### config.mk
export PLATFORM = sky130hd
export DESIGN_NAME = random_phase_scheduler_flat
export DESIGN_NICKNAME = d
export VERILOG_FILES = /design/src/rtl/random_phase_scheduler_pkg.sv /design/src/rtl/random_phase_scheduler_if.sv /design/src/rtl/random_phase_scheduler_lfsr.sv /design/src/rtl/random_phase_scheduler.sv /design/src/flat_wrapper.sv
export SDC_FILE = /design/constraint.sdc
export NUM_CORES = 2
export LEC_CHECK = 0
export ABC_AREA = 1
export CELL_PAD_IN_SITES_DETAIL_PLACEMENT = 0
export CELL_PAD_IN_SITES_GLOBAL_PLACEMENT = 1
export CORE_MARGIN = 1.5
export CORE_UTILIZATION = 51
export CTS_BUF_LIST = sky130_fd_sc_hd__clkbuf_16
export DETAILED_ROUTE_END_ITERATION = 10
export DONT_BUFFER_PORTS = 1
export PLACE_DENSITY_LB_ADDON = 0.1
export REMOVE_ABC_BUFFERS = 1
export SLEW_MARGIN = 25
export SYNTH_ARGS = -nofsm -noshare
export SYNTH_HDL_FRONTEND = slang
export SYNTH_SLANG_ARGS = --single-unit
### constraint.sdc
create_clock -name i_clk -period 13.2 [get_ports i_clk]
set_input_delay 1.98 -clock i_clk [delete_from_list [all_inputs] [get_ports i_clk]]
set_output_delay 1.98 -clock i_clk [all_outputs]
set_load 0.01 [all_outputs]
### src/rtl/random_phase_scheduler_pkg.sv
// Shared types, constants and the phase-length scaling function for the
// random phase scheduler.
package random_phase_scheduler_pkg;

  typedef enum logic [1:0] {
    IDLE   = 2'd0,
    PHASE0 = 2'd1,
    PHASE1 = 2'd2
  } state_t;

  // Galois feedback mask for the 32-bit phase-length LFSR.
  localparam logic [31:0] LFSR_TAPS = 32'h8020_0003;

  // Maps the low `width` LFSR bits uniformly onto [lo, hi]:
  //   lo + ((lfsr_bits * (hi - lo + 1)) >> width)
  // The span is carried in 33 bits so hi - lo + 1 never overflows, and the
  // product in 65 bits. The result is always in [lo, hi] when lo <= hi.
  function automatic logic [31:0] scale_to_range(
    input logic [31:0] lfsr,
    input logic [31:0] lo,
    input logic [31:0] hi,
    input int          width
  );
    logic [32:0] span;
    logic [64:0] mask;
    logic [64:0] prod;
    logic [64:0] scaled;
    span   = {1'b0, hi} - {1'b0, lo} + 33'd1;
    mask   = (65'd1 << width) - 65'd1;
    prod   = ({33'd0, lfsr} & mask) * {32'd0, span};
    scaled = prod >> width;
    return 32'({33'd0, lo} + scaled);
  endfunction

endpackage

### src/rtl/random_phase_scheduler_if.sv
// Configuration port of the random phase scheduler: a valid/ready offer of
// the two [min,max] phase-length windows.
interface random_phase_scheduler_if #(
  parameter int CNT_WIDTH = 16
);
  logic                 i_cfg_valid;
  logic                 o_cfg_ready;
  logic [CNT_WIDTH-1:0] i_state_0_min;
  logic [CNT_WIDTH-1:0] i_state_0_max;
  logic [CNT_WIDTH-1:0] i_state_1_min;
  logic [CNT_WIDTH-1:0] i_state_1_max;

  modport master (
    output i_cfg_valid, i_state_0_min, i_state_0_max, i_state_1_min, i_state_1_max,
    input  o_cfg_ready
  );

  modport slave (
    input  i_cfg_valid, i_state_0_min, i_state_0_max, i_state_1_min, i_state_1_max,
    output o_cfg_ready
  );
endinterface

### src/rtl/random_phase_scheduler_lfsr.sv
// 32-bit right-shifting Galois LFSR that advances only when asked to.
// o_value is the current (pre-step) state.
module lfsr_galois32
  import random_phase_scheduler_pkg::*;
#(
  parameter logic [31:0] SEED = 32'h1ACE_B00C
) (
  input  logic        i_clk,
  input  logic        i_a_rst,
  input  logic        i_step,
  output logic [31:0] o_value
);

  // An all-zero state would lock the LFSR, so a zero seed becomes 1.
  localparam logic [31:0] SEED_NZ = (SEED == 32'd0) ? 32'd1 : SEED;

  logic [31:0] lfsr_q;
  logic [31:0] lfsr_d;

  // Next state: shift right, fold in the taps when the bit shifted out is 1.
  always_comb begin
    lfsr_d = lfsr_q;
    if (i_step) begin
      lfsr_d = (lfsr_q >> 1) ^ (lfsr_q[0] ? LFSR_TAPS : 32'd0);
    end
  end

  // State register, reseeded on reset.
  // NOTE: sequential state uses non-blocking assignments so every flop
  // samples values from before the edge, independent of statement order.
  always_ff @(posedge i_clk or posedge i_a_rst) begin
    if (i_a_rst) lfsr_q <= SEED_NZ;
    else         lfsr_q <= lfsr_d;
  end

  assign o_value = lfsr_q;

endmodule

### src/rtl/random_phase_scheduler.sv
// Two-phase sequencer with pseudo-random phase lengths drawn from
// programmable [min,max] windows. Config is accepted only while idle.
module random_phase_scheduler
  import random_phase_scheduler_pkg::*;
#(
  parameter int          CNT_WIDTH = 16,
  parameter logic [31:0] LFSR_SEED = 32'h1ACE_B00C
) (
  input  logic                      i_clk,
  input  logic                      i_a_rst,
  input  logic                      i_en,
  random_phase_scheduler_if.slave   cfg_if,
  output logic                      o_state,
  output logic                      o_phase_start,
  output logic                      o_cfg_error,
  output logic                      o_busy
);

  typedef logic [CNT_WIDTH-1:0] cnt_t;

  state_t state_q, state_d;
  cnt_t   cnt_q, cnt_d;
  cnt_t   limit_q, limit_d;
  cnt_t   min0_q, min0_d, max0_q, max0_d;
  cnt_t   min1_q, min1_d, max1_q, max1_d;
  logic   cfg_loaded_q, cfg_loaded_d;
  logic   cfg_error_q, cfg_error_d;
  logic   cfg_ready_q, cfg_ready_d;
  logic   phase_start_q, phase_start_d;

  logic        lfsr_step;
  logic [31:0] lfsr_value;
  cnt_t        limit0_w, limit1_w;
  logic        cfg_xfer;
  logic        cfg_ok;

  lfsr_galois32 #(.SEED(LFSR_SEED)) u_lfsr (
    .i_clk   (i_clk),
    .i_a_rst (i_a_rst),
    .i_step  (lfsr_step),
    .o_value (lfsr_value)
  );

  // Candidate limits for the next phase, from the pre-step LFSR value.
  assign limit0_w = cnt_t'(scale_to_range(lfsr_value, 32'(min0_q), 32'(max0_q), CNT_WIDTH));
  assign limit1_w = cnt_t'(scale_to_range(lfsr_value, 32'(min1_q), 32'(max1_q), CNT_WIDTH));

  assign cfg_xfer = cfg_if.i_cfg_valid && cfg_ready_q;
  assign cfg_ok   = (cfg_if.i_state_0_min <= cfg_if.i_state_0_max) &&
                    (cfg_if.i_state_1_min <= cfg_if.i_state_1_max);

  // Config handshake, phase FSM, counter and limit selection.
  always_comb begin
    // NOTE: every _d takes its hold value first, so no branch can leave a
    // signal unassigned and infer a latch.
    state_d       = state_q;
    cnt_d         = cnt_q;
    limit_d       = limit_q;
    min0_d        = min0_q;
    max0_d        = max0_q;
    min1_d        = min1_q;
    max1_d        = max1_q;
    cfg_loaded_d  = cfg_loaded_q;
    cfg_error_d   = cfg_error_q;
    phase_start_d = 1'b0;
    lfsr_step     = 1'b0;

    if (cfg_xfer) begin
      if (cfg_ok) begin
        min0_d       = cfg_if.i_state_0_min;
        max0_d       = cfg_if.i_state_0_max;
        min1_d       = cfg_if.i_state_1_min;
        max1_d       = cfg_if.i_state_1_max;
        cfg_loaded_d = 1'b1;
        cfg_error_d  = 1'b0;
      end else begin
        cfg_error_d  = 1'b1;
      end
    end

    unique case (state_q)
      IDLE: begin
        if (i_en && cfg_loaded_q && !cfg_xfer) begin
          state_d       = PHASE0;
          cnt_d         = '0;
          limit_d       = limit0_w;
          lfsr_step     = 1'b1;
          phase_start_d = 1'b1;
        end
      end
      PHASE0: begin
        if (cnt_q == limit_q) begin
          state_d       = PHASE1;
          cnt_d         = '0;
          limit_d       = limit1_w;
          lfsr_step     = 1'b1;
          phase_start_d = 1'b1;
        end else begin
          cnt_d = cnt_q + cnt_t'(1);
        end
      end
      PHASE1: begin
        if (cnt_q == limit_q) begin
          if (i_en) begin
            state_d       = PHASE0;
            cnt_d         = '0;
            limit_d       = limit0_w;
            lfsr_step     = 1'b1;
            phase_start_d = 1'b1;
          end else begin
            state_d = IDLE;
          end
        end else begin
          cnt_d = cnt_q + cnt_t'(1);
        end
      end
      default: state_d = IDLE;
    endcase

    cfg_ready_d = (state_d == IDLE);
  end

  // All scheduler state; reset returns to IDLE with the config discarded.
  always_ff @(posedge i_clk or posedge i_a_rst) begin
    if (i_a_rst) begin
      state_q       <= IDLE;
      cnt_q         <= '0;
      limit_q       <= '0;
      min0_q        <= '0;
      max0_q        <= '0;
      min1_q        <= '0;
      max1_q        <= '0;
      cfg_loaded_q  <= 1'b0;
      cfg_error_q   <= 1'b0;
      cfg_ready_q   <= 1'b0;
      phase_start_q <= 1'b0;
    end else begin
      state_q       <= state_d;
      cnt_q         <= cnt_d;
      limit_q       <= limit_d;
      min0_q        <= min0_d;
      max0_q        <= max0_d;
      min1_q        <= min1_d;
      max1_q        <= max1_d;
      cfg_loaded_q  <= cfg_loaded_d;
      cfg_error_q   <= cfg_error_d;
      cfg_ready_q   <= cfg_ready_d;
      phase_start_q <= phase_start_d;
    end
  end

  assign o_state            = (state_q == PHASE1);
  assign o_busy             = (state_q != IDLE);
  assign o_phase_start      = phase_start_q;
  assign o_cfg_error        = cfg_error_q;
  assign cfg_if.o_cfg_ready = cfg_ready_q;

endmodule

### src/flat_wrapper.sv
// flat-port wrapper written by rule: the top's interface ports become plain ports
module random_phase_scheduler_flat import random_phase_scheduler_pkg::*;
#(
  parameter int          CNT_WIDTH = 16,
  parameter logic [31:0] LFSR_SEED = 32'h1ACE_B00C
)
  (i_clk, i_a_rst, i_en, o_state, o_phase_start, o_cfg_error, o_busy, cfg_if_i_cfg_valid, cfg_if_i_state_0_min, cfg_if_i_state_0_max, cfg_if_i_state_1_min, cfg_if_i_state_1_max, cfg_if_o_cfg_ready);
  random_phase_scheduler_if #(.CNT_WIDTH(CNT_WIDTH)) cfg_if_i ();
  input  logic i_clk;
  input  logic i_a_rst;
  input  logic i_en;
  output logic o_state;
  output logic o_phase_start;
  output logic o_cfg_error;
  output logic o_busy;
  input wire logic [$bits(cfg_if_i.i_cfg_valid)-1:0] cfg_if_i_cfg_valid;
  input wire logic [$bits(cfg_if_i.i_state_0_min)-1:0] cfg_if_i_state_0_min;
  input wire logic [$bits(cfg_if_i.i_state_0_max)-1:0] cfg_if_i_state_0_max;
  input wire logic [$bits(cfg_if_i.i_state_1_min)-1:0] cfg_if_i_state_1_min;
  input wire logic [$bits(cfg_if_i.i_state_1_max)-1:0] cfg_if_i_state_1_max;
  output wire logic [$bits(cfg_if_i.o_cfg_ready)-1:0] cfg_if_o_cfg_ready;
  assign cfg_if_i.i_cfg_valid = cfg_if_i_cfg_valid;
  assign cfg_if_i.i_state_0_min = cfg_if_i_state_0_min;
  assign cfg_if_i.i_state_0_max = cfg_if_i_state_0_max;
  assign cfg_if_i.i_state_1_min = cfg_if_i_state_1_min;
  assign cfg_if_i.i_state_1_max = cfg_if_i_state_1_max;
  assign cfg_if_o_cfg_ready = cfg_if_i.o_cfg_ready;
  random_phase_scheduler #(.CNT_WIDTH(CNT_WIDTH), .LFSR_SEED(LFSR_SEED)) u_core (.i_clk(i_clk), .i_a_rst(i_a_rst), .i_en(i_en), .cfg_if(cfg_if_i), .o_state(o_state), .o_phase_start(o_phase_start), .o_cfg_error(o_cfg_error), .o_busy(o_busy));
endmodule
==> impl_metrics.csv <==
group,metric,value,unit
outcome,outcome,"finished clean",
hold_path,hold_depth,2,
cts,clk_path_buf_depth,2,
die,initial_core_util,0.516,
route,via_per_inst,5.19,
die,ios,73,
global_routing,grt_pass1_vias,27400,
cells_and_area,area_delta_synth_final,4.16,%
hold_path,min_path_type,"flip-flop to flip-flop",
critical_path,cp-end-kind,"flip-flop",
route,wl_per_cell,18.4,um
critical_path,r2r_end,"u_core.limit_q[14]",
route,drc_errors,0,
critical_path,slowest_stage,"clkinv_1",
route,dr.pass1.iters,7,
critical_path,rr_startpoint,"u_core.min0_q[0]",
hold_path,hold_end,"u_core.u_lfsr.o_value[17]",
cts,cts_root_buffer,"clkbuf_16",
global_routing,grt.total_usage,0.300,
route,wirelength,94700,um
yosys,ys_warn_count,0,
yosys,synthArstFlopShare,1.00,
timing,rsz0062_at_grt,"no",
critical_path,crit_fanout,9,
critical_path,cp_common_cell,"nand2_1",
cells_and_area,nets,5197,
cells_and_area,final_layout_size_suffix_gt1_frac,0.0493,
flow_run,max_cap_viol_count,0,
critical_path,start_kind,"flip-flop",
cts,clkTransAtPathRegs,0.08,ns
global_routing,grt_max_degree,85,
cts,clk-insertion-delay-late,0.47,ns
cts,ctsResizeCount,0,
yosys,synth_top_area_share,0.368,
die,dieWidth,258,um
yosys,ys_top_cells_by_count,"inv_1, nand2_1, fa_1",
timing,fin_skew,0.0216,ns
timing,fin_crit_sh,0.853,
route,num_vias,26700,
cts,cts_tree,"done",
critical_path,crit_required,13.59,ns
die,core_region_area,0.0643,mm^2
timing,slew_headroom,0.326,
yosys,yosys.cell_count.top_type,"inv_1",
yosys,ys_seq_area_frac,0.102,
timing,setup_tns,0,ns
yosys,synth_area_leaders,"fa_1, inv_1, nand2_1, dfrtp_1, ha_1",
cts,ctsHoldBuffers,0,
yosys,synth-seq-cells,134,
timing,max_freq,0.0888,GHz
place,port_buffers,0,
cts,cts_buffers,17,
critical_path,r2r_slack,1.94,ns
timing,drv_slew,0,
cts,postCtsSetupBuffers,0,
cells_and_area,n_antenna_cell,0,
die,die_y,258,um
cts,cts_max_level,4,
critical_path,worstPathArrival,11.64,ns
timing,worstMarginPinSlew,1.01,ns
die,dieArea,0.0666,mm^2
route,initialDrtViolationCount,1818,
critical_path,critPathMaxStageDelay,0.55,ns
yosys,syn_avg_cell_area,7.59,um^2
timing,hold_violations,0,
critical_path,timing.critical_path.buf_inv,9,
yosys,synth_cells,4369,
die,fp-row-count,93,
place,gp_routability_congestion,0.923,
global_routing,grt.overflow.total,0,
global_routing,grt_pass1_wl,154000,um
cts,clock_sinks,134,
timing,finalSetupViolations,0,
yosys,synth_edf_count,0,
hold_path,hold_start,"u_core.u_lfsr.o_value[18]",
yosys,yosysUniqueCellTypes,62,
yosys,netlist_area,0.0332,mm^2
critical_path,crit_type,"flip-flop to flip-flop",
yosys,synth_flop_cell,"dfrtp_1",
critical_path,r2r_cells,52,
critical_path,cp_top_family,"adder cells",
yosys,synth_top_area_cell,"fa_1",
place,hpwlAfterDp,76900,um
timing,period_needed,11.26,ns
route,antenna_left,0,
global_routing,antenna_found_initial,0,
==> sequential cells by signal, indices dropped and copies added (netlist names) <==
name                       count
u_core.u_lfsr.o_value         32
u_core.cnt_q                  16
u_core.cfg_if.o_cfg_ready      1
u_core.min1_q                 16
u_core.state_q                 2
u_core.max1_q                 16
u_core.o_cfg_error             1
u_core.limit_q                16
u_core.o_phase_start           1
u_core.min0_q                 16
u_core.max0_q                 16
u_core.cfg_loaded_q            1
==> stage by stage <==
step,utilization,std cells,hold slack (ns),setup WS [ns],area (um^2)
floorplan,-,4235,0.423,3.95,32600
global placement,0.527,5121,0.444,2.22,33900
detailed placement,0.528,5121,0.449,2.22,33900
CTS,0.537,5153,0.450,2.15,34600
global route,0.537,5153,0.479,1.21,34600
finish,0.537,5153,0.453,1.94,34600
==> area by class of cell <==
class	count	area, um^2
Clock buffer	17	425
Multi-Input combinational cell	2992	25100
Timing Repair Buffer	31	233
Tap cell	855	1070
Fill cell	6412	29800
Inverter	1109	4170
Clock inverter	15	180
Sequential cell	134	3370
==> layout by cell type, fill, tap and decap left out, types with 38 or more instances in the layout <==
master   count
inv_1     1068
o21ai_0    147
xor2_1      38
nand3_1    175
dfrtp_1    119
ha_1       234
nor2_1     343
fa_1       610
a21oi_1    136
nand2_1   1037
==> routing by layer <==
layer | global-route usage | part of all wire | vias up
met5 | 0 | 0 | -
met4 | 0.0582 | 0.016 | 0
met3 | 0.0399 | 0.058 | 80
met2 | 0.485 | 0.46 | 721
met1 | 0.435 | 0.47 | 13200
li1 | - | - | 12700
==> worst min-delay path, stage by stage, from the launching register on <==
cell and delay [ns]:
dfstp_2 0.37, nand2_1 0.05, nand2_1 0.04
==> worst max path at each step <==
stage / startpoint / end / cells after the start
detailed placement: u_core.min0_q[0] / u_core.limit_q[14] / 52
CTS: u_core.min0_q[0] / u_core.limit_q[14] / 52
global route: u_core.min1_q[0] / u_core.limit_q[15] / 53
floorplan: u_core.min1_q[0] / u_core.limit_q[15] / 53
global placement: u_core.min1_q[0] / u_core.limit_q[15] / 49
finish: u_core.min0_q[0] / u_core.limit_q[14] / 52
==> cell families after synthesis <==
logic type | synth area share
AND/OR/NAND/NOR | 0.222
buffers and inverters | 0.142
AO/OA/AOI/OAI | 0.0583
XOR/XNOR | 0.0194
flip-flops | 0.102
adder cells (fa/ha/maj) | 0.456
Power is not shown: default switching activity piles up to over one toggle a cycle in this logic, so the estimate is an artifact.
